===== config.mk =====
export PLATFORM = sky130hd
export DESIGN_NAME = cache_ctrl
export DESIGN_NICKNAME = d
export VERILOG_FILES = /design/src/rtl/cache_ctrl.sv
export SDC_FILE = /design/constraint.sdc
export NUM_CORES = 1
export LEC_CHECK = 0
export CORE_MARGIN = 2
export CORE_UTILIZATION = 41
export DETAILED_ROUTE_END_ITERATION = 8
export GPL_TIMING_DRIVEN = 1
export PLACE_DENSITY = 0.76
export SLEW_MARGIN = 20
export SYNTH_ARGS = -nofsm -noshare
export SYNTH_HDL_FRONTEND = slang
export SYNTH_SLANG_ARGS = --single-unit

===== constraint.sdc =====
create_clock -name clk -period 2.1 [get_ports clk]
set_clock_uncertainty 0.05 [all_clocks]
set_input_delay 0.42 -clock clk [delete_from_list [all_inputs] [get_ports clk]]
set_output_delay 0.42 -clock clk [all_outputs]
set_load 0.01 [all_outputs]

===== src/rtl/cache_ctrl.sv =====
// cache_ctrl: direct-mapped 4x8B write-through cache controller; define CACHE_STATS_EN for hit/miss counters
module cache_ctrl #(
  parameter int ADDR_W = 8
) (
  input  logic              clk,
  input  logic              rst_n,
  input  logic              cpu_req,
  input  logic              cpu_we,
  input  logic [ADDR_W-1:0] cpu_addr,
  input  logic [7:0]        cpu_wdata,
  output logic [7:0]        cpu_rdata,
  output logic              cpu_ready,
  output logic [1:0]        dc_line,
  output logic [2:0]        dc_blk,
  output logic [7:0]        dc_din,
  output logic              dc_wr,
  input  logic [7:0]        dc_dout,
  output logic              mem_req,
  output logic              mem_we,
  output logic [ADDR_W-1:0] mem_addr,
  output logic [7:0]        mem_wdata,
  input  logic [7:0]        mem_rdata,
  input  logic              mem_ack
`ifdef CACHE_STATS_EN
  ,
  output logic [15:0]       hit_cnt,
  output logic [15:0]       miss_cnt
`endif
);
  typedef enum logic [1:0] {IDLE, COMPARE, REFILL, WRITE} state_t;
  state_t state;
  logic we_q;
  logic [ADDR_W-1:0] addr_q;
  logic [7:0] wdata_q;
  logic [2:0] beat;
  logic [3:0] valid;
  logic [ADDR_W-6:0] tags [4];
  logic [ADDR_W-6:0] req_tag;
  logic [1:0] line;
  logic hit, refill, wr_st, busy;
  assign req_tag = addr_q[ADDR_W-1:5];
  assign line    = addr_q[4:3];
  assign hit     = valid[line] && tags[line] == req_tag;
  assign refill  = state == REFILL;
  assign wr_st   = state == WRITE;
  assign busy    = state != IDLE;
  // memory and data-array strobes decoded from the current state
  always_comb begin
    mem_req   = refill || wr_st;
    mem_we    = wr_st;
    mem_addr  = refill ? {req_tag, line, beat} : wr_st ? addr_q : '0;
    mem_wdata = wr_st ? wdata_q : 8'h00;
    dc_line   = busy ? line : 2'd0;
    dc_blk    = refill ? beat : busy ? addr_q[2:0] : 3'd0;
    dc_din    = refill ? mem_rdata : wr_st ? wdata_q : 8'h00;
    dc_wr     = mem_ack && (refill || (wr_st && hit));
  end
  // request sequencing, tag/valid store and CPU response
  always_ff @(posedge clk or negedge rst_n) begin
    if (!rst_n) begin
      state     <= IDLE;
      we_q      <= 1'b0;
      addr_q    <= '0;
      wdata_q   <= 8'h00;
      beat      <= 3'd0;
      valid     <= 4'd0;
      cpu_ready <= 1'b0;
      cpu_rdata <= 8'h00;
      for (int i = 0; i < 4; i++) tags[i] <= '0;
    end else begin
      cpu_ready <= 1'b0;
      case (state)
        IDLE: if (cpu_req) begin
          we_q    <= cpu_we;
          addr_q  <= cpu_addr;
          wdata_q <= cpu_wdata;
          state   <= COMPARE;
        end
        COMPARE: if (we_q) state <= WRITE;
        else if (hit) begin
          cpu_rdata <= dc_dout;
          cpu_ready <= 1'b1;
          state     <= IDLE;
        end else begin
          beat        <= 3'd0;
          valid[line] <= 1'b0;
          state       <= REFILL;
        end
        REFILL: if (mem_ack) begin
          beat <= beat + 3'd1;
          if (beat == 3'd7) begin
            tags[line]  <= req_tag;
            valid[line] <= 1'b1;
            state       <= COMPARE;
          end
        end
        WRITE: if (mem_ack) begin
          cpu_ready <= 1'b1;
          state     <= IDLE;
        end
        default: state <= IDLE;
      endcase
    end
  end
`ifdef CACHE_STATS_EN
  logic refilled;
  // saturating hit/miss counters; the re-compare after a refill is not a new request
  always_ff @(posedge clk or negedge rst_n) begin
    if (!rst_n) begin
      hit_cnt  <= 16'd0;
      miss_cnt <= 16'd0;
      refilled <= 1'b0;
    end else if (refill && mem_ack && beat == 3'd7) refilled <= 1'b1;
    else if (state == COMPARE) begin
      refilled <= 1'b0;
      if (!refilled && hit && !(&hit_cnt)) hit_cnt <= hit_cnt + 16'd1;
      if (!refilled && !hit && !(&miss_cnt)) miss_cnt <= miss_cnt + 16'd1;
    end
  end
`endif
endmodule


; ---- Yosys cells after proc, flatten, opt, wreduce, memory -nomap -nowiden
; Cells that the tools add are included.
[op_classes]
mux = 37
eq_ne = 11
n_reduce_logical = 16
magnitude_cmp = 4
addsub = 1
n_bitwise = 5
[ops]
columns = cell, count
row1 = $mux 8, 4
row2 = $mux 3, 8
row3 = $mux 4, 4
row4 = $mux 2, 7
row5 = $bwmux 12, 1
row6 = $ne 2x2->1 const B, 5
row7 = $pmux 2 s4, 1
row8 = $pmux 4 s2, 1
row9 = $reduce_and 4->1, 2
row10 = $bmux 3 s2, 1
row11 = $demux 3 s2, 1
row12 = $pmux 3 s2, 1
row13 = $reduce_and 3->1, 2
row14 = $logic_and 1x1->1, 5
row15 = $mux 1, 5
row16 = $reduce_and 5->1, 1
row17 = $and 4x4->4, 1
row18 = $eq 2x2->1 const B, 2
row19 = $not 4->4, 1
row20 = $or 4x4->4, 1
row21 = $reduce_bool 2->1, 2
row22 = $add 3x1->3 const B, 1
row23 = $eq 3x3->1, 1
row24 = $eq 3x3->1 const B, 1
row25 = other kinds (14), 15
[word_totals]
word_cells = 86
ff_bits = 47
output_inout_bits = 41

; ---- Longest topological paths before layout
[logic_depth]
depth_word = 9
ltp_mapped = 7
mapped_depth_nobuf = 6

; ---- Worst setup path before layout
; No wires, ideal clock.
[synth_path]
path_type = register to output
start = reg addr_q[3]
end = out dc_wr
arrival_ns = 1.719
path_slack_ns = -0.089
path_stages_with_launch = 6
n_path_buf = 1
path_cell_list = dfrtp_1 buf_2 mux4_2 xnor2_2 nand4_2 a21oi_1
[synth_via]
elab_chain_len = 9
elab_cells_between_ends = 11
cone_classes = eq/ne (1) / mux (5) / bitwise (1) / reduce/logical (4)
[synth_lines]
columns = item, line_no
row1 = from (decl), 33  ; logic [ADDR_W-1:0] addr_q;
row2 = from (signal assigned), 75  ; addr_q <= cpu_addr;
row3 = $not 2->3 (implied by the code), 43  ; assign hit = valid[line] && tags[line] == req_tag;
row4 = $bmux 3 s2, 43
row5 = $mux 3 (implied by the code) (2 in series), 43
row6 = $eq 3x3->1, 43
row7 = $logic_and 1x1->1 *, 43
row8 = $logic_and 1x1->1 *, 56  ; dc_wr = mem_ack && (refill || (wr_st && hit));
row9 = $logic_or 1x1->1 *, 56
row10 = $logic_and 1x1->1 *, 56
row11 = to (decl), 16  ; output logic dc_wr,
; Mark *: on every way between the ends. The rest lies on a longest branch, timed or not. The select of a mux whose other input is x is not followed.

; ---- Final worst setup path
; Same ends and word-level chain as after synthesis.

==> reports/metrics.yaml <==
critPathTopFamily: "multiplexers"
antenna_left: 0
regToRegEndpoint: "cpu_rdata[6]"
first_global_vias: 2025
avgSynthCellArea_sq_um: 12.3
hold_depth: 1
cp_cell_sequence: "mux4_2 -> xnor2_4 -> nand4_4 -> a21oi_2 -> buf_2"
start_util_pct: 42.5
cap_viol_max_count: 0
ios: 78
cts_max_level: 2
rr_startpoint: "addr_q[3]"
synth_seq_area_share_pct: 50.2
drtPass1Iterations: 4
max_stage_delay_ps: 590
setup_viol: 7
dieArea_sq_mm: 0.00633
path_class: "reg2out"
grt_overflow_total: 0
syn_inst: 190
fp.dieW_um: 79.6
crit_path_top_delay_cell: "mux4_2"
power_density_mw_per_mm2: 1520
fin_setup_tns_ps: -384
io_buffers: 77
cts_tree: "done"
rsz0062_at_grt: "yes"
hold_start: "cpu_rdata[4]"
syn_nets: 229
fin_ws_ps: -314
worstHoldEndpoint: "cpu_rdata[4]"
drc: 0
critPathRequiredTime_ps: 1630
peakVddDrop_mv: 0.724
yosysWarnings: 0
ys.flop_type: "dfrtp_1"
start_kind: "flip-flop"
period_minus_slack_ps: 2410
hp-class: "reg2reg"
wl_um: 6040
detail_route.wl_per_cell_um: 16.6
grt_pass1_wl_um: 9800
worstMarginPinSlew_ps: 343
synth-seq-cells: 47
vias_per_cell: 5.34
path_buf_inv: 1
gp_congestion: 0.772
core_area_sq_mm: 0.00551
cts.root.buffer_cell: "clkbuf_8"
via_count: 1943
yosys.cell_types.count: 38
clk_pin_slew_worst_paths_ps: 90
area_growth_pct: 54.2
drv_slew: 0
place_ws_ps: -480
crit_arrival_ps: 1940
grt_usage_pct: 20.1
r2r_cells: 6
ys_async_sr_fraction_pct: 100
status: "finished with violations"
synth_edf_count: 0
grt_max_degree: 18
fin_cells: 364
hold_viol: 0
cts_sinks: 47
violations: "negative setup slack"
netlist_area_sq_mm: 0.00234
total_power_uw: 5490
nFillCells: 433
slew_headroom_pct: 77.1
end_kind: "output pin"
fin_crit_sh_pct: 115
drive_above_1_share_pct: 30.1
cp_max_fo: 5
fmax_ghz: 0.414
place_hpwl_um: 4240
nNetsFinal: 330
power.leakage_uw: 0.00172
numCtsBuffers: 5
antenna_cells: 0
clockBufferDepth: 2
r2r_slack_ps: -30
drt_iter0_drc: 131
clkLatencyLatePin_ps: 300
dp.cells: 349
antenna_found_initial: 0
fp-row-count: 27
die_h_um: 79.6
-- stage by stage --
| step | cell area (sq um) | util [%] | hold slack (ps) |
|---|---|---|---|
| after global placement | 3380 | 61.4 | 297 |
| final | 3610 | 65.6 | 446 |
| after global routing | 3610 | 65.6 | 466 |
| after detailed placement | 3380 | 61.4 | 298 |
| after floorplan | 2390 | - | 74.4 |
| after CTS | 3550 | 64.4 | 452 |
-- worst register-to-register path: stages (launching register included) --
cell and delay, ps:
dfrtp_2 450, buf_4 140, buf_6 120, mux4_2 550, and2_4 210, nand4_4 140, mux2_1 350
-- cell type report --
type / count / area, sq um / share of cell area, %
clock buffer: 5 / 68.8 / 1.91
clock inverter: 3 / 67.6 / 1.87
multi-input combinational: 129 / 1190 / 33.0
timing repair buffer: 107 / 1010 / 28.0
inverter: 1 / 3.75 / 0.104
sequential: 47 / 1180 / 32.7
tap: 72 / 90.1 / 2.49
-- what timing repair did --
action / CTS / global route
pin swaps: 4 / 0
gates cloned: 1 / 0
hold buffers: 1 / 0
setup buffers: 3 / 2
endpoints found under the setup margin: 28 / 22
resized for setup: 32 / 21
hold endpoints to repair: 14 / 0
-- power by group --
part	leakage [uW]	internal [uW]	switching, uW
sequential	0.000581	1310	317
combinational	0.00107	1710	1350
clock	0.0000644	475	319
total	0.00172	3500	1990
-- cell families after synthesis --
family,share of synthesized area (%)
multiplexers,22.4
AO/OA/AOI/OAI,8.98
flip-flops,50.2
buffers and inverters,2.62
AND/OR/NAND/NOR,12.2
XOR/XNOR,2.46
adder cells (fa/ha/maj),1.07
-- cells in the final DEF (no fill, tap or decap), types with 3 or more instances in the layout --
cell type / Yosys / layout
a22o_1: 3 / 3
dfrtp_1: 47 / 44
buf_4: 0 / 24
a21o_1: 8 / 8
and3_1: 8 / 8
mux4_2: 4 / 4
dlymetal6s2s_1: 0 / 5
nor2b_1: 6 / 5
mux2i_1: 3 / 3
mux2_2: 31 / 31
clkbuf_8: 0 / 5
xnor2_4: 0 / 3
nand4_4: 1 / 3
a21oi_1: 5 / 4
nor2_1: 5 / 4
and2_1: 8 / 7
nand2_1: 13 / 13
buf_6: 0 / 4
mux2_1: 5 / 5
clkdlybuf4s50_1: 0 / 48
clkdlybuf4s15_1: 0 / 8
dlygate4sd2_1: 0 / 14
dfrtp_2: 0 / 3
o21ai_1: 3 / 3
-- registers in the layout (all words and copies together), names as in the netlist, named ones only --
signal,cells
cpu_ready,1
wdata_q,8
cpu_rdata,8
tags,12
beat,3
we_q,1
state,2
addr_q,8
-- how the worst max path moves through the flow --
stage | startpoint | end | slack, ps | cells after the start
floorplan | addr_q[3] | dc_wr | 3 | 5
global placement | addr_q[3] | dc_wr | -460 | 5
detailed placement | addr_q[3] | dc_wr | -480 | 5
CTS | addr_q[3] | dc_wr | -330 | 5
global route | addr_q[3] | dc_wr | -410 | 5
finish | addr_q[3] | dc_wr | -310 | 5
-- Yosys cell counts, types with 4 or more instances --
cell type  number  share of area (%)
dfrtp_1        47                 50
mux2_2         31                 15
nand2_1        13                2.1
clkbuf_1        9                1.4
a21o_1          8                2.6
and2_1          8                2.1
and3_1          8                2.1
nor2b_1         6                1.6
a21oi_1         5                1.1
mux2_1          5                2.4
nor2_1          5               0.80
buf_2           4               0.85
mux4_2          4                3.8
-- metal layers --
layer,up-vias,global-route usage (%),part of all wire (%),routed length (um)
met3,8,5.20,6.2,377
met1,982,26.8,43,2620
li1,888,-,-,-
met2,65,31.7,49,2950
met5,-,0,0,0
met4,0,7.07,1.6,96
Note: power is estimated with default switching activity, not from simulation.
